==> src/rtl/elastic_cgra_config_loader_pkg.sv <==
// Shared constants, state encoding and the PE configuration word layout
// for the elastic CGRA configuration loader.
package elastic_cgra_config_loader_pkg;

  localparam int INPUT_NUM_BIT_LENGTH    = 3;
  localparam int NEIGHBOR_PE_NUM         = 4;
  localparam int OPERATION_BIT_LENGTH    = 5;
  localparam int DATA_WIDTH              = 16;
  localparam int CONTEXT_SIZE            = 6;
  localparam int CONTEXT_SIZE_BIT_LENGTH = 3;

  localparam int PE_NUM_DEFAULT              = 16;
  localparam int PE_INDEX_BIT_LENGTH_DEFAULT = 4;

  // Field order matches the broadcast bus; the whole word moves as one register.
  typedef struct packed {
    logic [INPUT_NUM_BIT_LENGTH-1:0] input_PE_index_1;
    logic [INPUT_NUM_BIT_LENGTH-1:0] input_PE_index_2;
    logic [NEIGHBOR_PE_NUM-1:0]      output_PE_index;
    logic [OPERATION_BIT_LENGTH-1:0] op;
    logic [DATA_WIDTH-1:0]           const_data;
  } ElasticConfigData;

  typedef enum logic [2:0] {
    S_IDLE  = 3'd0,
    S_LOAD  = 3'd1,
    S_FLUSH = 3'd2,
    S_START = 3'd3,
    S_RUN   = 3'd4,
    S_DONE  = 3'd5
  } loader_state_e;

endpackage

==> src/rtl/elastic_cgra_config_loader_config_stream_sequencer.sv <==
// LOAD-phase word sequencer: accepts config words, walks pe/ctx in PE-major
// order and registers the broadcast bus plus a one-hot per-PE write strobe.
module config_stream_sequencer
  import elastic_cgra_config_loader_pkg::*;
#(
  parameter int PE_NUM              = PE_NUM_DEFAULT,
  parameter int PE_INDEX_BIT_LENGTH = PE_INDEX_BIT_LENGTH_DEFAULT
) (
  input  logic                               clk,
  input  logic                               reset_n,
  input  logic                               load_active_i,
  input  logic                               clear_i,
  input  logic [CONTEXT_SIZE_BIT_LENGTH-1:0] ctx_max_i,
  input  logic                               cfg_valid_i,
  input  ElasticConfigData                   cfg_word_i,
  output logic                               cfg_ready_o,
  output ElasticConfigData                   bus_o,
  output logic [CONTEXT_SIZE_BIT_LENGTH-1:0] config_index_o,
  output logic [PE_NUM-1:0]                  write_strobe_o,
  output logic                               last_accept_o
);

  logic [PE_INDEX_BIT_LENGTH-1:0]     pe_q, pe_d;
  logic [CONTEXT_SIZE_BIT_LENGTH-1:0] ctx_q, ctx_d;
  logic [CONTEXT_SIZE_BIT_LENGTH-1:0] index_q, index_d;
  logic [PE_NUM-1:0]                  strobe_q, strobe_d;
  ElasticConfigData                   bus_q, bus_d;

  logic accept;
  logic ctx_last;
  logic pe_last;

  assign cfg_ready_o   = load_active_i;
  assign accept        = cfg_valid_i && load_active_i;
  assign ctx_last      = (ctx_q == ctx_max_i);
  assign pe_last       = (pe_q == PE_INDEX_BIT_LENGTH'(PE_NUM - 1));
  assign last_accept_o = accept && pe_last && ctx_last;

  always_comb begin
    // NOTE: every _d gets its hold value first so no path can infer a latch.
    pe_d     = pe_q;
    ctx_d    = ctx_q;
    index_d  = index_q;
    bus_d    = bus_q;
    strobe_d = '0;
    if (clear_i) begin
      pe_d  = '0;
      ctx_d = '0;
    end else if (accept) begin
      bus_d    = cfg_word_i;
      index_d  = ctx_q;
      strobe_d = PE_NUM'(1) << pe_q;
      if (ctx_last) begin
        ctx_d = '0;
        pe_d  = pe_q + PE_INDEX_BIT_LENGTH'(1);
      end else begin
        ctx_d = ctx_q + CONTEXT_SIZE_BIT_LENGTH'(1);
      end
    end
  end

  always_ff @(posedge clk or negedge reset_n) begin
    if (!reset_n) begin
      pe_q     <= '0;
      ctx_q    <= '0;
      index_q  <= '0;
      strobe_q <= '0;
      // NOTE: the bus is reset as well so PEs see all-zero fields out of reset.
      bus_q    <= '0;
    end else begin
      // NOTE: non-blocking so every register updates from pre-edge values.
      pe_q     <= pe_d;
      ctx_q    <= ctx_d;
      index_q  <= index_d;
      strobe_q <= strobe_d;
      bus_q    <= bus_d;
    end
  end

  assign bus_o          = bus_q;
  assign config_index_o = index_q;
  assign write_strobe_o = strobe_q;

endmodule

==> src/rtl/elastic_cgra_config_loader.sv <==
// Array-level loader: streams configuration into the PEs, starts execution,
// supervises the run with a cycle budget / abort and reports completion.
module elastic_cgra_config_loader
  import elastic_cgra_config_loader_pkg::*;
#(
  parameter int PE_NUM              = PE_NUM_DEFAULT,
  parameter int PE_INDEX_BIT_LENGTH = PE_INDEX_BIT_LENGTH_DEFAULT,
  parameter int RUN_COUNTER_WIDTH   = 32
) (
  input  logic                               clk,
  input  logic                               reset_n,
  input  logic                               load_request,
  input  logic [CONTEXT_SIZE_BIT_LENGTH-1:0] context_max_id,
  input  logic [RUN_COUNTER_WIDTH-1:0]       run_cycle_limit,
  input  logic                               abort,
  input  logic                               cfg_valid,
  output logic                               cfg_ready,
  input  logic [INPUT_NUM_BIT_LENGTH-1:0]    cfg_input_PE_index_1,
  input  logic [INPUT_NUM_BIT_LENGTH-1:0]    cfg_input_PE_index_2,
  input  logic [NEIGHBOR_PE_NUM-1:0]         cfg_output_PE_index,
  input  logic [OPERATION_BIT_LENGTH-1:0]    cfg_op,
  input  logic [DATA_WIDTH-1:0]              cfg_const_data,
  output logic [INPUT_NUM_BIT_LENGTH-1:0]    config_input_PE_index_1,
  output logic [INPUT_NUM_BIT_LENGTH-1:0]    config_input_PE_index_2,
  output logic [NEIGHBOR_PE_NUM-1:0]         config_output_PE_index,
  output logic [OPERATION_BIT_LENGTH-1:0]    config_op,
  output logic [DATA_WIDTH-1:0]              config_const_data,
  output logic [CONTEXT_SIZE_BIT_LENGTH-1:0] config_index,
  output logic [PE_NUM-1:0]                  write_config_data,
  output logic                               start_exec,
  output logic [CONTEXT_SIZE_BIT_LENGTH-1:0] mapping_context_max_id,
  output logic                               busy,
  output logic                               exec_active,
  output logic                               done,
  output logic                               error
);

  localparam logic [RUN_COUNTER_WIDTH-1:0] RUN_CNT_MAX = '1;

  loader_state_e                      state_q, state_d;
  logic [CONTEXT_SIZE_BIT_LENGTH-1:0] max_q, max_d;
  logic [RUN_COUNTER_WIDTH-1:0]       limit_q, limit_d;
  logic [RUN_COUNTER_WIDTH-1:0]       run_cnt_q, run_cnt_d;
  logic                               error_q, error_d;

  logic             req_ok;
  logic             load_clear;
  logic             last_accept;
  ElasticConfigData cfg_word;
  ElasticConfigData bus;

  assign req_ok     = int'(context_max_id) < CONTEXT_SIZE;
  assign load_clear = (state_q == S_IDLE) && load_request && req_ok;

  assign cfg_word = '{
    input_PE_index_1: cfg_input_PE_index_1,
    input_PE_index_2: cfg_input_PE_index_2,
    output_PE_index:  cfg_output_PE_index,
    op:               cfg_op,
    const_data:       cfg_const_data
  };

  config_stream_sequencer #(
    .PE_NUM              (PE_NUM),
    .PE_INDEX_BIT_LENGTH (PE_INDEX_BIT_LENGTH)
  ) u_seq (
    .clk            (clk),
    .reset_n        (reset_n),
    .load_active_i  (state_q == S_LOAD),
    .clear_i        (load_clear),
    .ctx_max_i      (max_q),
    .cfg_valid_i    (cfg_valid),
    .cfg_word_i     (cfg_word),
    .cfg_ready_o    (cfg_ready),
    .bus_o          (bus),
    .config_index_o (config_index),
    .write_strobe_o (write_config_data),
    .last_accept_o  (last_accept)
  );

  always_comb begin
    state_d   = state_q;
    max_d     = max_q;
    limit_d   = limit_q;
    run_cnt_d = run_cnt_q;
    error_d   = 1'b0;
    case (state_q)
      S_IDLE: begin
        if (load_request) begin
          if (req_ok) begin
            state_d   = S_LOAD;
            max_d     = context_max_id;
            limit_d   = run_cycle_limit;
            run_cnt_d = '0;
          end else begin
            error_d = 1'b1;
          end
        end
      end
      S_LOAD:  if (last_accept) state_d = S_FLUSH;
      S_FLUSH: state_d = S_START;
      S_START: begin
        run_cnt_d = '0;
        state_d   = S_RUN;
      end
      S_RUN: begin
        // Saturate so an unbounded run never wraps back to a small count.
        if (run_cnt_q != RUN_CNT_MAX) run_cnt_d = run_cnt_q + RUN_COUNTER_WIDTH'(1);
        if (abort) begin
          state_d = S_DONE;
        end else if ((limit_q != '0) &&
                     (run_cnt_q == limit_q - RUN_COUNTER_WIDTH'(1))) begin
          state_d = S_DONE;
        end
      end
      S_DONE:  state_d = S_IDLE;
      default: state_d = S_IDLE;
    endcase
  end

  always_ff @(posedge clk or negedge reset_n) begin
    if (!reset_n) begin
      state_q   <= S_IDLE;
      max_q     <= '0;
      limit_q   <= '0;
      run_cnt_q <= '0;
      error_q   <= 1'b0;
    end else begin
      state_q   <= state_d;
      max_q     <= max_d;
      limit_q   <= limit_d;
      run_cnt_q <= run_cnt_d;
      error_q   <= error_d;
    end
  end

  assign config_input_PE_index_1 = bus.input_PE_index_1;
  assign config_input_PE_index_2 = bus.input_PE_index_2;
  assign config_output_PE_index  = bus.output_PE_index;
  assign config_op               = bus.op;
  assign config_const_data       = bus.const_data;

  assign start_exec             = (state_q == S_START);
  assign busy                   = (state_q != S_IDLE);
  assign exec_active            = (state_q == S_RUN);
  assign done                   = (state_q == S_DONE);
  assign error                  = error_q;
  assign mapping_context_max_id = max_q;

endmodule
==> config.mk <==
export PLATFORM = sky130hd
export DESIGN_NAME = elastic_cgra_config_loader
export DESIGN_NICKNAME = d
export VERILOG_FILES = /design/src/rtl/elastic_cgra_config_loader_pkg.sv /design/src/rtl/elastic_cgra_config_loader_config_stream_sequencer.sv /design/src/rtl/elastic_cgra_config_loader.sv
export SDC_FILE = /design/constraint.sdc
export NUM_CORES = 1
export LEC_CHECK = 0
export ABC_AREA = 1
export CORE_MARGIN = 4
export CORE_UTILIZATION = 52
export DETAILED_ROUTE_END_ITERATION = 8
export PLACE_DENSITY = 0.79
export SYNTH_ARGS = -nofsm -noshare
export SYNTH_HDL_FRONTEND = slang
export SYNTH_SLANG_ARGS = --single-unit
export TNS_END_PERCENT = 10
==> constraint.sdc <==
create_clock -name clk -period 2.5 [get_ports clk]
set_clock_uncertainty 0.15 [all_clocks]
set_input_delay 0.5 -clock clk [delete_from_list [all_inputs] [get_ports clk]]
set_output_delay 0.5 -clock clk [all_outputs]
set_load 0.01 [all_outputs]
==> Word-level counts from Yosys, hierarchy flattened <==
Cells that the tools add are included.
{ "totals": {"ff_bits": 128, "in_bits": 71, "output_inout_bits": 59, "wordCells": 73} }
{ "op_classes": {"n_addsub": 4, "magnitude_cmp": 1, "eq_ne": 14, "n_shift": 1, "mux": 21, "bitwise": 1, "reduce_logical": 17} }
{ "ops": {"columns": ["op", "n"], "rows": [
  ["$mux W32", 3],
  ["$pmux W32 S3", 1],
  ["$add A32 B1 Y32 const B", 1],
  ["$eq A32 B32 Y1", 1],
  ["$mux W16", 2],
  ["$ne A32 B32 Y1 const B", 1],
  ["$reduce_bool A32 Y1", 1],
  ["$sub A32 B1 Y32 const B", 1],
  ["$mux W3", 8],
  ["$shl A1 B4 Y16 const A", 1],
  ["$pmux W3 S5", 1],
  ["$mux W4", 3],
  ["$reduce_and A4 Y1", 2],
  ["$eq A3 B2 Y1 const B", 2],
  ["$eq A3 B3 Y1 const B", 2],
  ["$logic_and A1 B1 Y1", 6],
  ["$ne A2 B2 Y1 const B", 3],
  ["$reduce_bool A3 Y1", 2],
  ["$add A4 B1 Y4 const B", 1],
  ["$eq A4 B4 Y1 const B", 1],
  ["$reduce_and A2 Y1", 2],
  ["$reduce_bool A2 Y1", 2],
  ["$add A3 B1 Y3 const B", 1],
  ["$eq A3 B1 Y1 const B", 1],
  ["8 further kinds", 10]
]} }

==> Longest topological paths before layout <==
Gate-level depths: netlist of the first run.
{ "depth": {"ltp_word": 6, "ltp_mapped": 17, "mapped_depth_nobuf": 17} }

==> Modules after synthesis <==
A second synthesis of the first run with hierarchy kept.
{ "hier_totals": {"cells_unflattened": 989, "area_unflattened_um2": 7249.5} }
{ "by_module_without_submodules": {"columns": ["module", "n_inst", "cells_per_inst", "area_per_inst_um2", "seq_area_each_um2"], "rows": [
  ["elastic_cgra_config_loader", 1, 740, 4969.8, 1776.7],
  ["config_stream_sequencer", 1, 249, 2279.7, 1426.4]
]} }

==> Worst setup path before layout of the first run <==
Ideal clock, no wire load.
{ "synth_timing": {"path_kind": "register to register", "from": "register limit_q[0]", "to": "register state_q[1]", "setup_ps": 69, "arrival_ps": 1758, "required_time_ps": 2281, "setup_slack_ps": 524, "stages_incl_launch_ff": 16, "n_path_buf": 0, "synth_period_minus_slack_ps": 1976, "cell_sequence": "dfrtp_1 > inv_1 > ha_1 > nand2_2 > nor2_4 > nand2_4 > xor2_1 > nor2_1 > nand2_1 > nor2_1 > nand2_1 > nor2_1 > nand3_1 > nand2_1 > nand2_1 > nor2_2"} }
{ "synth_via": {"elab_chain_cells": 5, "elab_cells_between_ends": 6, "cone_classes": "add/sub (1); eq/ne (2); reduce/logical (3)"} }
{ "synth_rtl": {"columns": ["item", "line", "rtl"], "rows": [
  ["from (decl)", "elastic_cgra_config_loader.sv:42", "logic [RUN_COUNTER_WIDTH-1:0] limit_q, limit_d;"],
  ["from (signal assigned)", "elastic_cgra_config_loader.sv:131", "limit_q <= limit_d;"],
  ["$sub A32 B1 Y32", "elastic_cgra_config_loader.sv:112", "(run_cnt_q == limit_q - RUN_COUNTER_WIDTH'(1))) begin"],
  ["$eq A32 B32 Y1", "elastic_cgra_config_loader.sv:112", null],
  ["$logic_and A1 B1 Y1 *", "elastic_cgra_config_loader.sv:111", "end else if ((limit_q != '0) &&"],
  ["$ne A3 B2 Y1 (no line) *", null, null],
  ["$reduce_and A4 Y1 (no line) *", null, null],
  ["to (signal assigned)", "elastic_cgra_config_loader.sv:129", "state_q <= state_d;"],
  ["to (decl)", "elastic_cgra_config_loader.sv:40", "loader_state_e state_q, state_d;"]
]} }
Mark *: on every way between the ends. The rest lies on a longest branch, timed or not.
A chain may end at the register's enable or synchronous reset.

==> Worst setup path after layout of the first run <==
{ "layout_timing": {"from": "register state_q[1]", "to": "output port busy"} }
{ "layout_via": {"elab_chain_cells": 1} }
{ "layout_rtl": {"columns": ["item", "line", "rtl"], "rows": [
  ["$reduce_bool A3 Y1", "elastic_cgra_config_loader.sv:144", "assign busy = (state_q != S_IDLE);"],
  ["to (decl)", "elastic_cgra_config_loader.sv:32", "output logic busy,"]
]} }
Every way passes these cells.

==> out/metrics.csv, run 1 <==
stage,metric,value,unit
synthesis,synth_flop_cell,dfrtp_1,
worst_setup_path,cp.required,1.85,ns
sta,drv_slew,0,
placed_design,pre_cts_slack,0.0937,ns
min_path,whs_path_depth,2,
global_routing,antenna_found_initial,0,
cts,cts_sinks,128,
worst_setup_path,slowest_delay,0.48,ns
synthesis,syn_inst,955,
floorplanning,io_pins,130,
sta,fmax,0.416,GHz
pwr,cellLeakagePower,4.37,nW
cts,ctsHtreeMaxLevel,4,
synthesis,syn_nets,1035,
cts,clk_path_buf_depth,2,
worst_setup_path,cp_max_fo,5,
layout,n_antenna_cell,0,
synthesis,yosysUniqueCellTypes,41,
sta,holdWs,0.329,ns
worst_setup_path,endpoint_kind,primary output,
floorplanning,core_area,13300,sq um
min_path,worstHoldEndpoint,u_seq.bus_o[23],
worst_setup_path,rrSetupSlack,0.19,ns
sta,maxSlewHeadroom,70.4,%
global_routing,grt_use_total,26.4,%
layout,area_growth,31.2,%
routing,drt_wl_total,19.9,mm
floorplanning,fp.dieH,125,um
layout,n_fill_cell,1075,
worst_setup_path,critical_path_class,reg2out,
layout,fin_util,70.0,%
sta,min_period_over_period,96.1,%
synthesis,synth.top_cell.area_share,45.1,%
cts,cts_tree,built,
worst_setup_path,ff2ff_path_depth,11,
global_routing,grt_max_degree,50,
worst_setup_path,reg2reg_from,run_cnt_q[21],
sta,tightestPinTransition,0.443,ns
routing,ant_nets,0,
routing,viasPerCell,5.18,
routing,drt_iter0_markers,625,
sta,setup_viol_count_final,0,
floorplanning,fp.dieW,125,um
min_path,hp-start,u_seq.bus_o[23],
worst_setup_path,r2r-end,run_cnt_q[9],
synthesis,synth_edf_count,0,
placed_design,place.port_buffers,129,
cts,clkLatencyLatePin,0.42,ns
synthesis,netlist_area,7100,sq um
routing,drt_pre_antenna_iters,6,
sta,hold_viol,0,
worst_setup_path,critical_path.cell_chain,nor2_1 -> inv_2 -> nor2_2 -> inv_2 -> clkdlybuf4s50_1,
floorplanning,die_area,15600,sq um
global_routing,grt_pass1_wl,33.4,mm
placed_design,dp_hpwl,15.2,mm
sta,period_needed,2.40,ns
routing,num_vias,6700,
sta,setup_ws,0.0972,ns
synthesis,syn_avg_cell_area,7.43,sq um
synthesis,yosys-top-cells-area,"dfrtp_1, nand2_1, nor2_1",
layout,final_nets,1185,
placed_design,place_area,8710,sq um
synthesis,synthesis.yosys.warnings,0,
cts,clockRootBuffer,clkbuf_16,
placed_design,placed_cells_incl_taps,1261,
synthesis,ys_seq_elements,128,
worst_setup_path,cp_common_cell,inv_2,
worst_setup_path,arrival,1.75,ns
outcome,status,finished clean,
synthesis,yosys.area.top_type,dfrtp_1,
worst_setup_path,startpoint_type,register,
routing,avgRoutedWirePerCell,15.4,um
pwr,peakVddDrop,816,uV
placed_design,routabilityCongestion,0.971,
synthesis,async_reset_ff_share,100,%
pwr,p_per_area,1050,nW/um^2
cts,cts_setup_buffers,0,
synthesis,yosysSeqAreaShare,45.1,%
worst_setup_path,slowest_stage,clkdlybuf4s50_1,
global_routing,globalRouteOverflowTotal,0,
min_path,holdCritPathClass,reg2reg,
cts,cts_buffers,17,
layout,finalNonFillerCells,1294,
floorplanning,initial_core_util,53.4,%
floorplanning,rows,42,
layout,final_layout_size_suffix_gt1_share,10.2,%
routing,drc,0,
global_routing,grt_pass1_vias,6837,
cts,clk_pin_slew,0.06,ns
job,maxCapViolCount,0,
layout,fin_area,9310,sq um
routing by layer:
metal	vias to the layer above	track usage [%]	routed length [um]
li1	3319	-	-
met1	3069	30.8	8030
met2	254	44.8	9590
met3	58	8.75	1570
met4	0	10.5	694
met5	-	0	0
Yosys cell counts, types with 10 or more instances:
cell type and n:
nand2_1 342, dfrtp_1 128, nor2_1 123, inv_1 74
nand3_1 46, o21ai_0 34, xor2_1 23, a21oi_1 22
nor3_1 21, nand4_1 15, inv_2 14, nor2_2 12
xnor2_1 11, clkbuf_1 10, o21ai_1 10
power breakdown:
group | switching [W] | total (W) | internal (W)
clock | 0.000977 | 0.00241 | 0.00144
combinational | 0.00238 | 0.00407 | 0.00169
sequential | 0.000622 | 0.00330 | 0.00268
total | 0.00398 | 0.00979 | 0.00581
logic make-up (layout without fill, tap and decap cells):
family / count (synthesis) / after routing / synth area share, %
xor+xnor: 34 / 34 / 4.20
simple gates: 592 / 592 / 36.6
buf+inv: 109 / 272 / 5.96
compound gates: 83 / 83 / 6.51
flops: 128 / 128 / 45.1
fa+ha+maj: 9 / 9 / 1.59
worst max-delay path by stage:
stage                      startpoint       endpoint  slack, ns
detailed placement  context_max_id[1]  run_cnt_q[25]       0.09
CTS                        state_q[1]           busy       0.02
global placement    context_max_id[2]  run_cnt_q[25]       0.14
finish                     state_q[1]           busy        0.1
floorplan                  limit_q[0]     state_q[1]       0.52
global route               limit_q[1]     state_q[1]      -0.03
critical path, delay by kind of cell, from the launching register on:
| kind | cells | cell delay (ns) |
|---|---|---|
| buffers and inverters | 3 | 0.63 |
| flip-flops | 1 | 0.43 |
| AND/OR/NAND/NOR | 2 | 0.28 |
final cells by class:
type,count,area (sq um),area share (%)
Clock inverter,13,126,1.36
Timing Repair Buffer,150,1490,16.0
Tap cell,176,220,2.36
Clock buffer,19,453,4.86
Multi-Input combinational cell,718,3490,37.4
Inverter,90,338,3.63
Sequential cell,128,3200,34.4
stage by stage:
step / setup TNS, ns / total power [W]
global placement: 0 / 0.00727
global route: -0.0275 / 0.0105
detailed placement: 0 / 0.00735
floorplan: 0 / 0.00572
finish: 0 / 0.00979
CTS: 0 / 0.00981
state kept, by name (all words and copies together) (netlist names):
signal	flops
limit_q	32
u_seq.write_strobe_o	16
u_seq.bus_o	31
run_cnt_q	32
u_seq.config_index_o	3
error	1
mapping_context_max_id	3
u_seq.ctx_q	3
u_seq.pe_q	4
state_q	3
placed cells by master (no fill, tap or decap), drive strengths merged, types with 3 or more instances in the layout:
master         synthesis  final
nor2                 143    143
o31ai                  3      3
dfrtp                128    128
a21oi                 23     23
nand3                 48     48
inv                   88     94
o21a                   4      4
o21ai                 44     44
xnor2                 11     11
xor2                  23     23
clkdlybuf4s50          0    128
nor3b                  3      3
nor3                  26     26
clkbuf                10     19
clkinvlp               0      4
nand2                354    354
ha                     9      9
nand4                 15     15
buf                    9     21
o22ai                  3      3
clkinv                 2      4
timing repair:
action                                  CTS  global route
resized for setup                         0             4
hold buffers                              1             0
endpoints found under the setup margin    0             3
hold endpoints to repair                 29             0
Note: power is estimated with default switching activity, not from simulation.
==> run 2, diff against run 1 <==
- CTS_CLUSTER_SIZE: unset -> 40
- RECOVER_POWER: unset -> 50
==> run 2 against run 1 <==
Compared with the run above:
- hold slack hardly changed
- sequential power is essentially flat
- sequential share of layout area up 0.18 points
- total power fell by 0.20%
- critical path depth decreased by 1
- clock-buffer cell count is the same
- fmax about the same
- worst setup slack gained 0.0013 ns
- global-route usage is the same
- core utilization fell by 0.36 points
- register-to-register slack worse by 0.02 ns
- critical path type unchanged
- largest power group unchanged
==> out/metrics.csv, run 2 (synthesis gave the netlist of run 1 again) <==
stage,metric,value,unit
worst_setup_path,startpoint_type,register,
floorplanning,fp.dieH,125,um
worst_setup_path,cp.required,1.85,ns
job,maxCapViolCount,0,
worst_setup_path,arrival,1.75,ns
routing,drt_iter0_markers,553,
sta,maxSlewHeadroom,40.6,%
routing,viasPerCell,5.21,
global_routing,grt_pass1_wl,33.4,mm
global_routing,globalRouteOverflowTotal,0,
pwr,p_per_area,1050,nW/um^2
sta,setup_viol_count_final,0,
worst_setup_path,cp_max_fo,5,
routing,drt_pre_antenna_iters,5,
sta,tightestPinTransition,0.891,ns
cts,clkLatencyLatePin,0.42,ns
sta,holdWs,0.328,ns
sta,drv_slew,0,
placed_design,place.port_buffers,129,
global_routing,grt_max_degree,50,
cts,cts_tree,built,
global_routing,antenna_found_initial,0,
sta,fmax,0.416,GHz
sta,min_period_over_period,96.1,%
floorplanning,rows,42,
layout,finalNonFillerCells,1294,
floorplanning,fp.dieW,125,um
min_path,holdCritPathClass,reg2reg,
cts,clk_pin_slew,0.06,ns
floorplanning,die_area,15600,sq um
layout,final_nets,1185,
cts,cts_buffers,17,
placed_design,dp_hpwl,15.2,mm
worst_setup_path,critical_path_class,reg2out,
pwr,cellLeakagePower,4.35,nW
routing,drc,0,
sta,hold_viol,0,
cts,clockRootBuffer,clkbuf_16,
cts,cts_sinks,128,
layout,area_growth,30.6,%
placed_design,placed_cells_incl_taps,1261,
outcome,status,finished clean,
worst_setup_path,endpoint_kind,primary output,
placed_design,routabilityCongestion,0.971,
placed_design,place_area,8710,sq um
global_routing,grt_pass1_vias,6837,
layout,n_antenna_cell,0,
cts,cts_setup_buffers,0,
routing,avgRoutedWirePerCell,15.4,um
routing,drt_wl_total,20.0,mm
cts,clk_path_buf_depth,2,
layout,fin_area,9270,sq um
routing,num_vias,6739,
floorplanning,io_pins,130,
pwr,peakVddDrop,799,uV
global_routing,grt_use_total,26.4,%
sta,period_needed,2.40,ns
sta,fin_setup_tns,0,ns
floorplanning,initial_core_util,53.4,%
layout,final_layout_size_suffix_gt1_share,9.66,%
routing,ant_nets,0,
layout,n_fill_cell,1087,
floorplanning,core_area,13300,sq um
layout,final_common_cell,nand2_1,
layout,layout_common_cells,"nand2_1, dfrtp_1, clkdlybuf4s50_1",
cts,ctsHtreeMaxLevel,4,
-- run 2: changes by cell type in the layout (fill, tap and decap cells not counted) --
| cell | before | now |
|---|---|---|
| buf_12 | 3 | 1 |
| buf_4 | 18 | 14 |
| clkbuf_1 | 0 | 2 |
| clkbuf_2 | 0 | 3 |
| clkbuf_4 | 0 | 1 |
| inv_1 | 73 | 76 |
| inv_2 | 15 | 12 |
| nor2_1 | 122 | 123 |
| nor2_4 | 7 | 6 |
-- run 2: critical path, stage by stage, from the launching register on --
cell and delay, ns:
dfrtp_1 0.43, nor2_1 0.12, inv_1 0.10, nor2_2 0.12, clkdlybuf4s50_1 0.57
-- run 2: final timing paths --
kind | start | endpoint | slack [ns] | depth (start not counted)
setup reg to reg | run_cnt_q[21] | run_cnt_q[9] | 0.17 | 11
hold / removal | u_seq.bus_o[23] | u_seq.bus_o[23] | 0.33 | 2
setup / recovery | state_q[1] | exec_active | 0.1 | 4
min in group asynchronous | reset_n | u_seq.write_strobe_o[4] | 0.54 | 2
hold reg to reg | u_seq.bus_o[23] | u_seq.bus_o[23] | 0.33 | 2
max in group asynchronous | reset_n | run_cnt_q[28] | 0.39 | 3
-- run 2: layout make-up --
cell class	instances	area, sq um	area share (%)
Multi-Input combinational cell	718	3480	37.5
Sequential cell	128	3200	34.6
Timing Repair Buffer	150	1450	15.6
Clock buffer	19	453	4.89
Inverter	90	338	3.65
Tap cell	176	220	2.38
Clock inverter	13	126	1.36
-- run 2: metrics by stage --
stage                     setup WS (ns)  power, W  utilization (%)
after floorplan                   0.524   0.00572                -
after global placement            0.137   0.00727             65.5
after detailed placement         0.0937   0.00735             65.5
after CTS                        0.0239   0.00981             70.0
after global routing            -0.0280    0.0105             69.7
final                            0.0985   0.00977             69.7
-- run 2: per-layer routing --
metal	vias up	GRT usage [%]	share of wire, %
met3	57	8.75	7.9
met1	3114	30.8	40
met2	252	44.8	48
met5	-	0	0
met4	0	10.5	3.3
li1	3316	-	-
-- run 2: repair_timing --
item	4_1_cts	5_1_grt
setup endpoints to repair	0	3
hold buffers	1	0
hold endpoints to repair	29	0
gates resized for setup	0	4
-- run 2: power breakdown --
| part | internal [W] | leakage [nW] | switching [W] |
|---|---|---|---|
| Combinational | 0.00168 | 2.41 | 0.00237 |
| Sequential | 0.00268 | 1.67 | 0.000624 |
| Clock | 0.00144 | 0.274 | 0.000976 |
| Total | 0.00580 | 4.35 | 0.00397 |
==> run 3, diff against run 2 <==
- CTS_BUF_LIST: unset -> sky130_fd_sc_hd__clkbuf_8
==> run 3 against run 2 <==
Compared with the run above:
- die area is the same
- sequential power is essentially flat
- core utilization shrank 1.4 points
==> out/metrics.csv, run 3 (synthesis gave the netlist of run 1 again) <==
stage,metric,value,unit
sta,fin_setup_tns,0,ns
layout,regArea,3200,sq um
worst_setup_path,slowest_stage,clkdlybuf4s50_1,
layout,fin_util,68.3,%
routing,drt_iter0_markers,517,
worst_setup_path,critical_path_class,reg2out,
floorplanning,die_area,15600,sq um
outcome,status,finished clean,
global_routing,grt_pass1_vias,6727,
cts,cts_setup_buffers,0,
sta,hold_viol,0,
routing,viasPerCell,5.16,
floorplanning,fp.dieH,125,um
cts,cts_tree,built,
min_path,hp-start,u_seq.bus_o[3],
worst_setup_path,reg2reg_from,run_cnt_q[21],
layout,area_growth,27.9,%
layout,final_common_cell,nand2_1,
placed_design,place.port_buffers,129,
worst_setup_path,critical_path.cell_chain,nand2_1 -> nor2_1 -> clkdlybuf4s50_1,
layout,final_nets,1185,
min_path,whs_path_depth,2,
routing,ant_nets,0,
global_routing,grt_pass1_wl,32.8,mm
global_routing,grt_max_degree,50,
min_path,holdCritPathClass,reg2reg,
worst_setup_path,cp_max_fo,5,
routing,avgRoutedWirePerCell,15.2,um
worst_setup_path,slowest_delay,0.59,ns
cts,clk_path_buf_depth,2,
cts,clkLatencyLatePin,0.44,ns
global_routing,antenna_found_initial,0,
layout,layout_common_cells,"nand2_1, dfrtp_1, clkdlybuf4s50_1",
sta,setup_viol_count_final,0,
sta,min_period_over_period,94.6,%
sta,rsz0062_at_grt,true,
sta,tightestPinTransition,0.898,ns
global_routing,globalRouteOverflowTotal,0,
floorplanning,rows,42,
layout,n_fill_cell,1120,
worst_setup_path,startpoint_type,register,
layout,n_antenna_cell,0,
worst_setup_path,critPathLaunch,state_q[1],
worst_setup_path,path_depth,3,
cts,clk_pin_slew,0.08,ns
routing,drc,0,
sta,period_needed,2.37,ns
floorplanning,core_area,13300,sq um
worst_setup_path,arrival,1.72,ns
job,maxCapViolCount,0,
sta,maxSlewHeadroom,40.1,%
cts,ctsHtreeMaxLevel,4,
floorplanning,io_pins,130,
layout,multi_input_area,3480,sq um
floorplanning,fp.dieW,125,um
cts,cts_sinks,128,
routing,drt_pre_antenna_iters,8,
worst_setup_path,worst-path-buf-inv,1,
worst_setup_path,cp.required,1.85,ns
placed_design,routabilityCongestion,0.971,
sta,fmax,0.423,GHz
layout,final_layout_size_suffix_gt1_share,9.57,%
sta,holdWs,0.335,ns
floorplanning,initial_core_util,53.4,%
routing,num_vias,6674,
cts,cts_buffers,17,
pwr,p_per_area,999,nW/um^2
worst_setup_path,rrSetupSlack,0.17,ns
routing,drt_wl_total,19.6,mm
pwr,cellLeakagePower,4.30,nW
placed_design,dp_hpwl,15.2,mm
cts,clockRootBuffer,clkbuf_8,
worst_setup_path,ff2ff_path_depth,11,
global_routing,grt_use_total,25.9,%
sta,drv_slew,0,
worst_setup_path,endpoint_kind,primary output,
worst_setup_path,cp_top_family,buffers and inverters,
pwr,peakVddDrop,780,uV
[run 3: worst min-delay path: cells and delay by family (launching register included)]
kind             cells  cell delay, ns
flip-flops           1            0.35
AND/OR/NAND/NOR      2            0.10
[run 3: worst paths after layout]
path | endpoint
min in group asynchronous | limit_q[17]
min | u_seq.bus_o[3]
min reg2reg | u_seq.bus_o[3]
max | start_exec
max reg2reg | run_cnt_q[9]
max in group asynchronous | run_cnt_q[28]
[run 3: final cells by class]
cell class | count | area share [%]
Clock inverter | 13 | 1.39
Timing Repair Buffer | 150 | 16.0
Tap cell | 176 | 2.43
Clock buffer | 19 | 2.88
Sequential cell | 128 | 35.3
Multi-Input combinational cell | 718 | 38.3
Inverter | 90 | 3.72
[run 3: per-stage QoR]
step           cells  cell area (sq um)  worst slack, ns  power, W
3_5_place_dp    1261               8710           0.0937   0.00735
2_1_floorplan    955               7100            0.524   0.00572
3_3_place_gp    1261               8710            0.137   0.00727
4_1_cts         1294               9110          0.00386   0.00913
5_1_grt         1294               9070          -0.0418   0.00981
6_report        1294               9070            0.135   0.00906
[run 3: what timing repair did]
| action | CTS | global route |
|---|---|---|
| endpoints found under the setup margin | 0 | 5 |
| hold buffers | 1 | 0 |
| hold endpoints to repair | 29 | 0 |
| resized for setup | 0 | 7 |
[run 3: routing by layer]
metal	track usage, %	share of wire (%)	vias to the layer above
met3	9.31	8.0	52
li1	-	-	3318
met1	30.6	40	3053
met2	43.9	49	251
met4	8.80	3.3	0
met5	0	0	-
[run 3: where the power goes]
| group | total [W] | internal (W) | switching (W) |
|---|---|---|---|
| clock network | 0.00174 | 0.000856 | 0.000888 |
| logic | 0.00402 | 0.00167 | 0.00236 |
| registers | 0.00330 | 0.00268 | 0.000622 |
